--- src/rtl/onchip_mem_stream_reader_if.sv ---
`default_nettype none
// ============================================================================
// Module   : onchip_mem_stream_reader_if
// Purpose  : Avalon-MM read port and Avalon-ST source bundle for the reader.
// Revision : 1.0
// ============================================================================
interface onchip_mem_stream_reader_if #(
    parameter int ADDR_WIDTH = 10,
    parameter int DATA_WIDTH = 32
);
    logic [ADDR_WIDTH-1:0] mem_address;
    logic                  mem_chipselect;
    logic                  mem_write;
    logic [3:0]            mem_byteenable;
    logic                  mem_clken;
    logic [DATA_WIDTH-1:0] mem_readdata;
    logic [DATA_WIDTH-1:0] st_data;
    logic                  st_valid;
    logic                  st_ready;
    logic                  st_startofpacket;
    logic                  st_endofpacket;

    modport master (
        output mem_address, mem_chipselect, mem_write, mem_byteenable, mem_clken,
        output st_data, st_valid, st_startofpacket, st_endofpacket,
        input  mem_readdata, st_ready
    );

    modport slave (
        input  mem_address, mem_chipselect, mem_write, mem_byteenable, mem_clken,
        input  st_data, st_valid, st_startofpacket, st_endofpacket,
        output mem_readdata, st_ready
    );
endinterface
`default_nettype wire

--- src/rtl/onchip_mem_stream_reader.sv ---
`default_nettype none
// ============================================================================
// Module   : onchip_mem_stream_reader
// Purpose  : Streams a word range of on-chip RAM out as one Avalon-ST packet.
// Revision : 1.0
// ============================================================================
module onchip_mem_stream_reader #(
    parameter int ADDR_WIDTH = 10,
    parameter int DATA_WIDTH = 32,
    parameter int FIFO_DEPTH = 4
) (
    input  logic                  clk,
    input  logic                  reset,
    input  logic                  start,
    input  logic [ADDR_WIDTH-1:0] base_addr,
    input  logic [ADDR_WIDTH:0]   length,
    output logic                  busy,
    output logic                  done,
    onchip_mem_stream_reader_if.master bus
);
    localparam int PW = $clog2(FIFO_DEPTH);
    localparam int CW = PW + 1;
    localparam int LW = ADDR_WIDTH + 1;
    localparam logic [LW-1:0] c_max_len = LW'(1) << ADDR_WIDTH;

    typedef enum logic [1:0] {
        IDLE  = 2'd0,
        READ  = 2'd1,
        DRAIN = 2'd2
    } state_t;

    state_t                r_state;
    state_t                w_state_nxt;
    logic [ADDR_WIDTH-1:0] r_addr;
    logic [LW-1:0]         r_len;
    logic [LW-1:0]         r_issued;
    logic [LW-1:0]         r_beats;
    logic                  r_inflight;
    logic                  r_done;
    logic [DATA_WIDTH-1:0] r_fifo [FIFO_DEPTH];
    logic [PW-1:0]         r_wr_ptr;
    logic [PW-1:0]         r_rd_ptr;
    logic [CW-1:0]         r_count;

    logic [LW-1:0]         w_len_clamped;
    logic                  w_credit;
    logic                  w_valid;
    logic                  w_pop;
    logic                  w_eop;
    logic                  w_accept;
    logic                  w_issue;
    logic                  w_finish;

    assign w_len_clamped = (length > c_max_len) ? c_max_len : length;
    // A read may only go out if its data is guaranteed a FIFO slot next cycle.
    assign w_credit      = (r_count + CW'(r_inflight)) < CW'(FIFO_DEPTH);
    assign w_valid       = (r_count != '0);
    assign w_pop         = w_valid && bus.st_ready;
    assign w_eop         = (r_beats == r_len - LW'(1));

    always_ff @(posedge clk) begin
        if (reset) begin
            r_state <= IDLE;
        end else begin
            r_state <= w_state_nxt;
        end
    end

    always_comb begin
        w_state_nxt = r_state;
        w_accept    = 1'b0;
        w_issue     = 1'b0;
        w_finish    = 1'b0;
        case (r_state)
            IDLE: begin
                if (start) begin
                    w_accept = 1'b1;
                    if (w_len_clamped != '0) begin
                        w_state_nxt = READ;
                    end
                end
            end
            READ: begin
                if ((r_issued != r_len) && w_credit) begin
                    w_issue = 1'b1;
                    if (r_issued + LW'(1) == r_len) begin
                        w_state_nxt = DRAIN;
                    end
                end
            end
            DRAIN: begin
                if (w_pop && w_eop) begin
                    w_finish    = 1'b1;
                    w_state_nxt = IDLE;
                end
            end
            default: w_state_nxt = IDLE;
        endcase
    end

    always_ff @(posedge clk) begin
        if (reset) begin
            r_addr     <= '0;
            r_len      <= '0;
            r_issued   <= '0;
            r_beats    <= '0;
            r_inflight <= 1'b0;
            r_done     <= 1'b0;
            r_wr_ptr   <= '0;
            r_rd_ptr   <= '0;
            r_count    <= '0;
            for (int i = 0; i < FIFO_DEPTH; i++) begin
                r_fifo[i] <= '0;
            end
        end else begin
            r_done     <= (w_accept && (w_len_clamped == '0)) || w_finish;
            r_inflight <= w_issue;
            if (w_pop) begin
                r_beats  <= r_beats + LW'(1);
                r_rd_ptr <= r_rd_ptr + PW'(1);
            end
            if (w_accept) begin
                r_addr   <= base_addr;
                r_len    <= w_len_clamped;
                r_issued <= '0;
                r_beats  <= '0;
            end else if (w_issue) begin
                r_addr   <= r_addr + ADDR_WIDTH'(1);
                r_issued <= r_issued + LW'(1);
            end
            // Memory data lands exactly one cycle after the strobe; credit ensures room.
            if (r_inflight) begin
                r_fifo[r_wr_ptr] <= bus.mem_readdata;
                r_wr_ptr         <= r_wr_ptr + PW'(1);
            end
            r_count <= r_count + CW'(r_inflight) - CW'(w_pop);
        end
    end

    assign busy                 = (r_state != IDLE);
    assign done                 = r_done;
    assign bus.mem_address      = r_addr;
    assign bus.mem_chipselect   = w_issue;
    assign bus.mem_write        = 1'b0;
    assign bus.mem_byteenable   = 4'hF;
    assign bus.mem_clken        = 1'b1;
    assign bus.st_data          = r_fifo[r_rd_ptr];
    assign bus.st_valid         = w_valid;
    assign bus.st_startofpacket = w_valid && (r_beats == '0);
    assign bus.st_endofpacket   = w_valid && w_eop;
endmodule
`default_nettype wire
--- src/flat_wrapper.sv ---
// flat-port wrapper written by rule: the top's interface ports become plain ports
module onchip_mem_stream_reader_flat 
#(
    parameter int ADDR_WIDTH = 10,
    parameter int DATA_WIDTH = 32,
    parameter int FIFO_DEPTH = 4
)
  (clk, reset, start, base_addr, length, busy, done, bus_mem_address, bus_mem_chipselect, bus_mem_write, bus_mem_byteenable, bus_mem_clken, bus_st_data, bus_st_valid, bus_st_startofpacket, bus_st_endofpacket, bus_mem_readdata, bus_st_ready);
  onchip_mem_stream_reader_if #(.ADDR_WIDTH(ADDR_WIDTH), .DATA_WIDTH(DATA_WIDTH)) bus_i ();
  input  logic clk;
  input  logic reset;
  input  logic start;
  input  logic [ADDR_WIDTH-1:0] base_addr;
  input  logic [ADDR_WIDTH:0] length;
  output logic busy;
  output logic done;
  output wire logic [$bits(bus_i.mem_address)-1:0] bus_mem_address;
  output wire logic [$bits(bus_i.mem_chipselect)-1:0] bus_mem_chipselect;
  output wire logic [$bits(bus_i.mem_write)-1:0] bus_mem_write;
  output wire logic [$bits(bus_i.mem_byteenable)-1:0] bus_mem_byteenable;
  output wire logic [$bits(bus_i.mem_clken)-1:0] bus_mem_clken;
  output wire logic [$bits(bus_i.st_data)-1:0] bus_st_data;
  output wire logic [$bits(bus_i.st_valid)-1:0] bus_st_valid;
  output wire logic [$bits(bus_i.st_startofpacket)-1:0] bus_st_startofpacket;
  output wire logic [$bits(bus_i.st_endofpacket)-1:0] bus_st_endofpacket;
  input wire logic [$bits(bus_i.mem_readdata)-1:0] bus_mem_readdata;
  input wire logic [$bits(bus_i.st_ready)-1:0] bus_st_ready;
  assign bus_mem_address = bus_i.mem_address;
  assign bus_mem_chipselect = bus_i.mem_chipselect;
  assign bus_mem_write = bus_i.mem_write;
  assign bus_mem_byteenable = bus_i.mem_byteenable;
  assign bus_mem_clken = bus_i.mem_clken;
  assign bus_st_data = bus_i.st_data;
  assign bus_st_valid = bus_i.st_valid;
  assign bus_st_startofpacket = bus_i.st_startofpacket;
  assign bus_st_endofpacket = bus_i.st_endofpacket;
  assign bus_i.mem_readdata = bus_mem_readdata;
  assign bus_i.st_ready = bus_st_ready;
  onchip_mem_stream_reader #(.ADDR_WIDTH(ADDR_WIDTH), .DATA_WIDTH(DATA_WIDTH), .FIFO_DEPTH(FIFO_DEPTH)) u_core (.clk(clk), .reset(reset), .start(start), .base_addr(base_addr), .length(length), .busy(busy), .done(done), .bus(bus_i));
endmodule
--- config.mk ---
export PLATFORM = sky130hd
export DESIGN_NAME = onchip_mem_stream_reader_flat
export DESIGN_NICKNAME = d
export VERILOG_FILES = /design/src/rtl/onchip_mem_stream_reader_if.sv /design/src/rtl/onchip_mem_stream_reader.sv /design/src/flat_wrapper.sv
export SDC_FILE = /design/constraint.sdc
export NUM_CORES = 1
export LEC_CHECK = 0
export ABC_AREA = 1
export CORE_MARGIN = 2
export CORE_UTILIZATION = 55
export CTS_CLUSTER_SIZE = 20
export DETAILED_ROUTE_END_ITERATION = 10
export DONT_BUFFER_PORTS = 1
export HOLD_SLACK_MARGIN = 0.05
export PLACE_DENSITY = 0.7
export SLEW_MARGIN = 20
export SYNTH_ARGS = -nofsm -noshare
export SYNTH_HDL_FRONTEND = slang
export SYNTH_SLANG_ARGS = --single-unit
--- constraint.sdc ---
create_clock -name clk -period 9.85 [get_ports clk]
set_input_delay 0.985 -clock clk [delete_from_list [all_inputs] [get_ports clk]]
set_output_delay 0.985 -clock clk [all_outputs]
set_load 0.01 [all_outputs]
==> summary.txt, run 1 <==
worst slack, placed - 6.63 ns
area fraction of the dominant cell type after synthesis - 0.430
cell taking the most area after synthesis - edfxtp_1
layout net count - 1,084
io pins - 111
crit end category - output pin
worst vdd ir - 0.133 mV
hold_ws - 0.476 ns
ys async rst share - 0
initial antenna violation count - 0
CP required - 8.87 ns
via/cell ratio - 5.45
Worst R2R Start - u_core.r_len[6]
Mapped Area - 8950 um^2
power per standard cell area - 210 nW/um^2
met1 usage - 0.322
fin cells - 1,247
fin crit share - 0.370
Psw - 0.659 mW
Setup CP Type - reg -> out
Hold Crit Class - reg -> reg
vias in the first global route - 6,467
CP Data Arrival Time - 2.66 ns
top cells by area, synth - edfxtp_1 (43%), dfxtp_1 (13%), nor2_1 (10%)
top_reg_cell synth - edfxtp_1
post-CTS setup buffer count - 0
DRT antenna net count - 0
internal power - 1.38 mW
Clock Root Buffer - clkbuf_16
global-route wire length before repair - 32.4 mm
# clock sinks - 184
GRT Residual Overflow - 0
hold_buf cts - 0
# rows - 46
Area growth, synth to finish - 8.76%
Worst slew margin - 0.300
post-synth cell types - 44
Clock Skew - 0.00589 ns
1st-pass router iterations - 5
Comb pwr share - 0.211
Clock transition at path regs - 0.07 ns
Die W - 132 um
diode count - 0
clk_lat worst skew - 0.43 ns
met3 Usage GRT - 0.0606
sequential area share after synthesis - 0.555
EDFF count, synth - 128
DR vias - 6,797
DRC viols - 0
Hold Path Depth - 2
Final WS setup - 6.20 ns
TritonCTS clock tree - built
post-CTS sizing - 0
power share of the clock group - 0.338
GRT Util Overall - 0.237
Iter 0 DRT Violations - 651
most frequent cells after synthesis - nor2_1 (247), edfxtp_1 (128), inv_1 (126)
layout cells sized above 1 - 0.0630
GR Util met2 - 0.364
Max Fclk - 274 MHz
share of power burned in registers - 0.451
Post-Place Cells - 1,214
worst reg-to-reg path cell count - 9
die area - 17,300 um^2
initial core utilization - 0.563
Seq cells post-synth - 184
Avg Cell Area, Syn - 8.66 um^2
Final min period - 3.65 ns
CP Launch Type - flop
die height - 132 um
sw frac - 0.323
RSZ-0062 raised after global routing - no
I/O Buffers - 0
Worst Path Max Fanout - 33
max-cap violations - 0
most common cell in the synthesized netlist - nor2_1
outcome - complete, no violations
largest net degree at the start of global routing - 66
leak pwr - 3.78 nW
WL final - 20.1 mm
hpwl dp - 13.4 mm
Core ar. - 15,900 um^2
H-tree depth - 4
TritonCTS buffer count - 17
CTS max path bufs - 2
worst-margin pin slew - 1.05 ns
Setup-failing EPs final - 0
fin. max-slew vios - 0
Top Usage Layer GRT - met2
final hold vios - 0
Cells after Synth - 1,033
Sum Neg Setup Slack - 0 ns
DR WL/cell - 16.2 um
hold wc startpoint - u_core.r_rd_ptr[1]
routability-driven placement congestion ratio - 0.898
YS warnings - 0
-- cell type report --
type	instances	area, um^2
repair buffers	11	103
inverters	132	500
clock inverters	13	161
well taps	216	270
clock buffers	19	433
flip-flops and latches	184	4970
multi-input cells	672	3300
fillers	1386	6160
-- per-stage QoR --
step / utilization / instance area (um^2) / power [mW]
finish: 0.612 / 9730 / 2.04
global route: 0.612 / 9730 / 2.13
CTS: 0.611 / 9700 / 2.04
detailed placement: 0.573 / 9110 / 1.36
global placement: 0.573 / 9110 / 1.35
floorplan: - / 8960 / 1.27
-- worst paths after layout --
check                                   end  slack, ns
setup reg to reg  u_core.bus.mem_address[4]       7.41
hold / removal                         flop       0.48
hold reg to reg                        flop       0.48
setup / recovery            bus_st_data[12]       6.20
-- kinds of logic after synthesis --
family                     share of synthesized area
AOI/OAI and AO/OA                              0.108
xor gates and xnor gates                      0.0320
adders and majority gates                     0.0126
buffers and inverters                         0.0827
DFF                                            0.555
other                                       0.000839
and+or+nand+nor                                0.209
-- power by group through the flow --
stage | Combinational [mW] | Sequential (mW) | Clock (mW)
after floorplan | 0.344 | 0.924 | 0
after global placement | 0.419 | 0.936 | 0
after detailed placement | 0.428 | 0.936 | 0
after CTS | 0.430 | 0.919 | 0.695
after global routing | 0.479 | 0.927 | 0.726
final | 0.430 | 0.920 | 0.690
-- flip-flops by register name, indices dropped and copies added (netlist names), named ones only --
register / count
u_core.r_state: 2
u_core.r_inflight: 1
u_core.r_wr_ptr: 2
u_core.r_len: 11
u_core.r_beats: 11
u_core.r_rd_ptr: 2
u_core.r_issued: 11
u_core.done: 1
u_core.r_fifo: 128
u_core.r_count: 3
u_core.bus.mem_address: 10
-- per-layer routing --
layer / wire (um) / up-vias
met1: 9160 / 3154
met5: 0 / -
li1: - / 3365
met2: 8980 / 241
met3: 1450 / 37
met4: 561 / 0
-- layout by cell type, fill, tap and decap left out, types with 2 or more instances in the layout --
cell type and n:
inv_8 3, dfxtp_1 55, nand3_1 48, o31ai_4 2, nor4_1 3, inv_2 2, inv_1 126, ha_1 9
conb_1 6, xnor2_1 10, nand3_2 2, or2_2 4, nand2_1 121, clkinvlp_4 2, clkinv_1 3, nor3_1 5
xnor2_2 2, o211a_1 2, inv_6 4, bufinv_16 2, clkinv_4 3, a21oi_1 33, xor2_1 19, nand4_1 10
buf_4 10, o22ai_1 32, a22o_1 2, edfxtp_1 128, nor2_1 247, o21ai_0 99, clkbuf_1 2, nor3_2 2
clkbuf_16 17
-- worst max-delay path: stages (launching register included) --
cell and delay (ns):
dfxtp_1 1.01, inv_1 0.77, o21ai_0 0.28, o22ai_1 0.16
No activity file was read; power rests on OpenSTA's default activity.
==> inputs of run 2 (changes only) <==
--- a/config.mk
+++ b/config.mk
@@ -5,7 +5,7 @@
 export SDC_FILE = /design/constraint.sdc
 export NUM_CORES = 1
 export LEC_CHECK = 0
-export ABC_AREA = 1
+export ABC_AREA = 0
 export CORE_MARGIN = 2
 export CORE_UTILIZATION = 55
 export CTS_CLUSTER_SIZE = 20
==> constraint.sdc (replaced) <==
create_clock -name clk -period 3.7 [get_ports clk]
set_input_delay 0.37 -clock clk [delete_from_list [all_inputs] [get_ports clk]]
set_output_delay 0.37 -clock clk [all_outputs]
set_load 0.01 [all_outputs]
==> run 2 against run 1 <==
Area after synthesis is 3.1% lower. Clock power is 150% higher. Die area is 3.0% lower. Critical path depth is 4 higher. Via count is 19% lower. Sequential share of layout area is 1.7 points higher. Global-route usage is 0.96 points lower. Worst setup slack worse by 5.7 ns. Largest cell class unchanged. Largest power group unchanged. Highest routed layer unchanged.
==> summary.txt, run 2 <==
# clock sinks - 184 (unchanged)
worst-margin pin slew - 1.06 ns (+0.00645 ns)
leak pwr - 3.59 nW (-5.1%)
fin. max-slew vios - 0 (unchanged)
final hold vios - 0 (unchanged)
fin crit share - 0.859
Clock Skew - 0.0122 ns (+0.00628 ns)
Cells after Synth - 752 (-27%)
Psw - 1.33 mW (+100%)
sequential area share after synthesis - 0.573 (+0.0176)
max-cap violations - 0 (unchanged)
CTS max path bufs - 2 (unchanged)
area fraction of the dominant cell type after synthesis - 0.443 (+0.0136)
CP required - 3.33 ns (-5.54 ns)
DRT antenna net count - 0 (unchanged)
post-synth cell types - 58 (+32%)
DRC viols - 0 (unchanged)
RSZ-0062 raised after global routing - no
Iter 0 DRT Violations - 386 (-41%)
most common cell after layout, fill and taps aside - edfxtp_1
diode count - 0 (unchanged)
sw frac - 0.277 (-0.0465)
Setup-failing EPs final - 0 (unchanged)
routability-driven placement congestion ratio - 0.912 (+1.5%)
Worst Path Max Fanout - 6 (-82%)
largest net degree at the start of global routing - 34 (-48%)
H-tree depth - 4 (unchanged)
DR vias - 5,497 (-19%)
Clock transition at path regs - 0.07 ns (about the same)
initial antenna violation count - 0 (unchanged)
top_reg_cell synth - edfxtp_1
global-route wire length before repair - 28.8 mm (-11%)
post-CTS sizing - 0 (unchanged)
power share of the clock group - 0.354 (+0.016)
die height - 130 um (-1.5%)
max FFs per register - 128 (unchanged)
Worst slew margin - 0.294 (-0.00522)
clk_lat worst skew - 0.44 ns (about the same)
Sum Neg Setup Slack - 0 ns (unchanged)
Clock Root Buffer - clkbuf_16
share of power burned in registers - 0.503 (+0.052)
Area growth, synth to finish - 8.72% (about the same)
outcome - complete, no violations
Comb pwr share - 0.143 (-0.068)
worst vdd ir - 0.352 mV (+160%)
post-CTS setup buffer count - 0 (unchanged)
Setup CP Type - reg -> out
hpwl dp - 11.6 mm (-13%)
layout net count - 800 (-26%)
ys async rst share - 0 (unchanged)
# rows - 45 (-2.2%)
crit end category - output pin
initial core utilization - 0.566 (+0.00301)
CP Launch Type - flop
io pins - 111 (unchanged)
layout cells sized above 1 - 0.115 (+0.0521)
GRT Util Overall - 0.227 (-0.00964)
Final min period - 3.18 ns
Avg Cell Area, Syn - 11.5 um^2 (+33%)
fillcell total - 1,219 (-12%)
YS warnings - 0 (unchanged)
power per standard cell area - 509 nW/um^2 (+140%)
Core ar. - 15,300 um^2 (-3.6%)
WL final - 18.1 mm (-9.9%)
most frequent cells in the layout - edfxtp_1 (128), nor2_1 (115), nand2_1 (63)
Mapped Area - 8670 um^2 (-3.1%)
die area - 16,800 um^2 (-3.0%)
Seq cells post-synth - 184 (unchanged)
internal power - 3.47 mW (+150%)
TritonCTS buffer count - 17 (unchanged)
Reg with most FFs - u_core.r_fifo
most common cell in the synthesized netlist - edfxtp_1
Max Fclk - 315 MHz
I/O Buffers - 0 (unchanged)
CP Data Arrival Time - 2.81 ns (+0.15 ns)
Die W - 130 um (-1.5%)
TritonCTS clock tree - built
GRT Residual Overflow - 0 (unchanged)
most frequent cells after synthesis - edfxtp_1 (128), nor2_1 (116), nand2_1 (63)
cell taking the most area after synthesis - edfxtp_1
via/cell ratio - 5.74 (+5.3%)
vias in the first global route - 5,592 (-14%)
Hold Crit Class - in -> reg
final cell utilization of the core - 0.616 (+0.00305)
EDFF count, synth - 128 (unchanged)
DR WL/cell - 18.9 um (+17%)
1st-pass router iterations - 5 (unchanged)
top cells by area, synth - edfxtp_1 (44%), dfxtp_1 (13%), mux4_2 (8.3%)
==> run 2: what timing repair did <==
| item | in CTS | in global routing |
|---|---|---|
| setup endpoints to repair | 0 | 0 |
| hold endpoints to repair | 25 | 0 |
| hold buffers | 6 | 0 |
==> run 2: final timing paths <==
check                                        from  slack [ns]                        end  cells past startpoint
worst max register to register    u_core.r_len[0]        1.06                u_core.done                      8
worst min-delay path                 base_addr[8]        0.06  u_core.bus.mem_address[8]                      2
worst max-delay path              u_core.r_len[0]        0.52         bus_st_endofpacket                      7
worst min register to register  u_core.r_state[1]        0.49          u_core.r_state[0]                      1
==> run 2: cells by family (layout without fill, tap and decap cells) <==
family | Yosys count | count (layout) | share of synthesized area
adder cells (fa/ha/maj) | 9 | 9 | 0.0130
other | 2 | 6 | 0.000866
buffers and inverters | 99 | 90 | 0.0463
AND/OR/NAND/NOR | 308 | 308 | 0.173
flip-flops | 184 | 184 | 0.573
AO/OA/AOI/OAI | 56 | 56 | 0.0485
multiplexers | 32 | 32 | 0.0831
XOR/XNOR | 62 | 62 | 0.0626
==> run 2: layout make-up <==
class	instances	area, um^2	share of cell area
timing repair buffer	14	133	0.0141
tap	211	264	0.0280
clock buffer	19	433	0.0459
inverter	44	165	0.0175
multi-input combinational	473	3350	0.356
clock inverter	13	111	0.0118
sequential	184	4970	0.527
==> run 2: power by group through the flow <==
stage	Clock [mW]	Combinational (mW)	Sequential, mW
2_1_floorplan	0	0.571	2.41
3_3_place_gp	0	0.668	2.45
3_5_place_dp	0	0.685	2.46
4_1_cts	1.72	0.695	2.42
5_1_grt	1.79	0.757	2.43
6_report	1.70	0.686	2.41
==> run 2: stage by stage <==
step | cells | power, mW | hold slack, ns | setup WS [ns] | area [um^2]
after global placement | 919 | 3.12 | 0.444 | 1.13 | 8800
after global routing | 958 | 4.98 | 0.0575 | 0.465 | 9430
after floorplan | 756 | 2.98 | 0.439 | 1.12 | 8690
after CTS | 957 | 4.83 | 0.0538 | 0.522 | 9400
final | 958 | 4.80 | 0.0610 | 0.523 | 9430
after detailed placement | 919 | 3.15 | 0.444 | 1.01 | 8800
==> run 2: critical path: stages (launching register included) <==
cell	delay, ns
dfxtp_1	0.48
inv_1	0.12
ha_1	0.30
o21ba_2	0.22
a221oi_1	0.30
a41oi_1	0.06
or4_1	0.60
nor2_1	0.30
==> run 2: routing by layer <==
metal | share of wire | GRT usage
met3 | 0.057 | 0.0520
met1 | 0.41 | 0.280
met4 | 0.028 | 0.101
met2 | 0.51 | 0.385
met5 | 0 | 0
==> inputs of run 3 (changes only) <==
--- a/config.mk
+++ b/config.mk
@@ -6,13 +6,15 @@
 export NUM_CORES = 1
 export LEC_CHECK = 0
 export ABC_AREA = 0
+export CELL_PAD_IN_SITES_DETAIL_PLACEMENT = 1
+export CELL_PAD_IN_SITES_GLOBAL_PLACEMENT = 1
 export CORE_MARGIN = 2
-export CORE_UTILIZATION = 55
+export CORE_UTILIZATION = 51
 export CTS_CLUSTER_SIZE = 20
 export DETAILED_ROUTE_END_ITERATION = 10
 export DONT_BUFFER_PORTS = 1
 export HOLD_SLACK_MARGIN = 0.05
-export PLACE_DENSITY = 0.7
+export PLACE_DENSITY_LB_ADDON = 0.1
 export SLEW_MARGIN = 20
 export SYNTH_ARGS = -nofsm -noshare
 export SYNTH_HDL_FRONTEND = slang
==> run 3 against run 2 <==
Power is 2.4% higher. Clock skew is 0.0031 ns lower. Sequential share of layout area is 0.42 points lower. Global-route usage is 1.8 points higher. Worst hold slack better by 0.0020 ns. Via count is 2.6% higher. Clock power is 5% higher. Sequential power hardly changed. Largest power group unchanged.
==> summary.txt, run 3 (synthesized netlist as in run 2, its figures left out) <==
outcome - complete, no violations
fin cells - 968 (+1.0%)
Worst Path Max Fanout - 6 (unchanged)
DR WL/cell - 21.8 um (+15%)
worst-margin pin slew - 0.997 ns (-0.0584 ns)
die height - 134 um (+3.7%)
1st-pass router iterations - 4 (-1)
worst vdd ir - 0.348 mV (-1.1%)
DRC viols - 0 (unchanged)
final instance area - 9500 um^2 (+0.80%)
via/cell ratio - 5.83 (+1.5%)
max-cap violations - 0 (unchanged)
worst hold endpoint - u_core.r_len[4]
Post-Place Cells - 928 (+0.98%)
CTS max path bufs - 2 (unchanged)
# rows - 47 (+4.4%)
Sum Neg Setup Slack - 0 ns (unchanged)
Iter 0 DRT Violations - 253 (-34%)
hold_ws - 0.0630 ns (+0.00200 ns)
DR vias - 5,640 (+2.6%)
layout cells sized above 1 - 0.118 (+0.00252)
CP required - 3.33 ns (about the same)
GRT Util Overall - 0.245 (+0.0180)
I/O Buffers - 0 (unchanged)
fin crit share - 0.849 (-0.00947)
Hold Crit Class - in -> reg
Worst R2R Setup Slack - 1.07 ns (about the same)
vias in the first global route - 6,047 (+8.1%)
most common cell after layout, fill and taps aside - edfxtp_1
leak pwr - 3.61 nW (+0.47%)
fin. max-slew vios - 0 (unchanged)
Clock Skew - 0.00910 ns (-0.00307 ns)
diode count - 0 (unchanged)
io pins - 111 (unchanged)
hpwl dp - 14.0 mm (+21%)
Core ar. - 16,600 um^2 (+8.3%)
hold wc startpoint - length[4]
routability-driven placement congestion ratio - 0.911 (about the same)
largest net degree at the start of global routing - 34 (unchanged)
Worst R2R Start - u_core.r_len[0]
layout net count - 801 (+0.13%)
max FFs per register - 128 (unchanged)
CP Data Arrival Time - 2.77 ns (-0.04 ns)
most frequent cells in the layout - edfxtp_1 (128), nor2_1 (115), nand2_1 (63)
H-tree depth - 4 (unchanged)
global-route wire length before repair - 33.5 mm (+16%)
final hold vios - 0 (unchanged)
WL final - 21.1 mm (+16%)
Setup-failing EPs final - 0 (unchanged)
Area growth, synth to finish - 9.58%
initial antenna violation count - 0 (unchanged)
power per standard cell area - 517 nW/um^2 (+1.6%)
Clock Root Buffer - clkbuf_16
Setup CP Type - reg -> out
TritonCTS buffer count - 17 (unchanged)
Clock transition at path regs - 0.07 ns (about the same)
Worst slew margin - 0.335 (+0.0408)
clk_lat worst skew - 0.43 ns (about the same)
worst reg-to-reg path cell count - 8 (unchanged)
Final min period - 3.14 ns (-0.0350 ns)
CP Launch Type - flop
Hold Path Depth - 1 (-1)
worst reg2reg path endpoint - u_core.done
GRT Residual Overflow - 0 (unchanged)
Post-DP Area - 8820 um^2 (+0.21%)
RSZ-0062 raised after global routing - no
# clock sinks - 184 (unchanged)
TritonCTS clock tree - built
DRT antenna net count - 0 (unchanged)
Max Fclk - 318 MHz (+1.1%)
Die W - 134 um (+3.7%)
initial core utilization - 0.523 (-0.0433)
crit end category - output pin
Reg with most FFs - u_core.r_fifo
Worst setup startpoint - u_core.r_len[0]
die area - 18,100 um^2 (+7.6%)
==> run 3: metrics by stage <==
step / power (mW) / worst slack [ns] / utilization
2_1_floorplan: 2.98 / 1.12 / -
3_3_place_gp: 3.12 / 1.10 / 0.532
3_5_place_dp: 3.16 / 1.02 / 0.532
4_1_cts: 4.94 / 0.541 / 0.571
5_1_grt: 5.09 / 0.386 / 0.573
6_report: 4.91 / 0.558 / 0.573
==> run 3: layer usage <==
| layer | part of all wire | vias to the layer above | track usage |
|---|---|---|---|
| met3 | 0.045 | 32 | 0.0446 |
| met5 | 0 | - | 0 |
| met1 | 0.41 | 2871 | 0.300 |
| met2 | 0.53 | 142 | 0.435 |
| li1 | - | 2595 | - |
| met4 | 0.021 | 0 | 0.0895 |
==> run 3: final cells by class <==
type | count | area [um^2]
clock buffer | 19 | 433
multi-input combinational | 473 | 3370
timing repair buffer | 15 | 150
inverter | 44 | 165
clock inverter | 13 | 145
sequential | 184 | 4970
tap | 220 | 275
fill | 1714 | 7080
==> run 3: timing repair <==
action	CTS	global route
resized for setup	0	0
buffers inserted	0	0
hold endpoints to repair	26	0
hold buffers	7	0
==> run 3: power by group <==
group,switching (mW),leakage (nW),internal [mW],total (mW)
Sequential,0.116,1.78,2.32,2.43
Clock,0.789,0.275,1.00,1.79
Combinational,0.412,1.55,0.277,0.689
==> run 3: worst max-delay path: stages (launching register included) <==
cell and delay, ns:
dfxtp_1 0.46, inv_1 0.11, ha_1 0.29, o21ba_2 0.23, a221oi_1 0.28, a41oi_1 0.08
or4_1 0.57, nor2_1 0.33
==> run 3: how the worst max path moves through the flow <==
stage	end	slack (ns)
5_1_grt	bus_st_endofpacket	0.39
4_1_cts	bus_st_endofpacket	0.54
2_1_floorplan	u_core.r_fifo[2][0]	1.12
3_3_place_gp	bus_st_endofpacket	1.10
6_report	bus_st_endofpacket	0.56
3_5_place_dp	bus_st_endofpacket	1.02
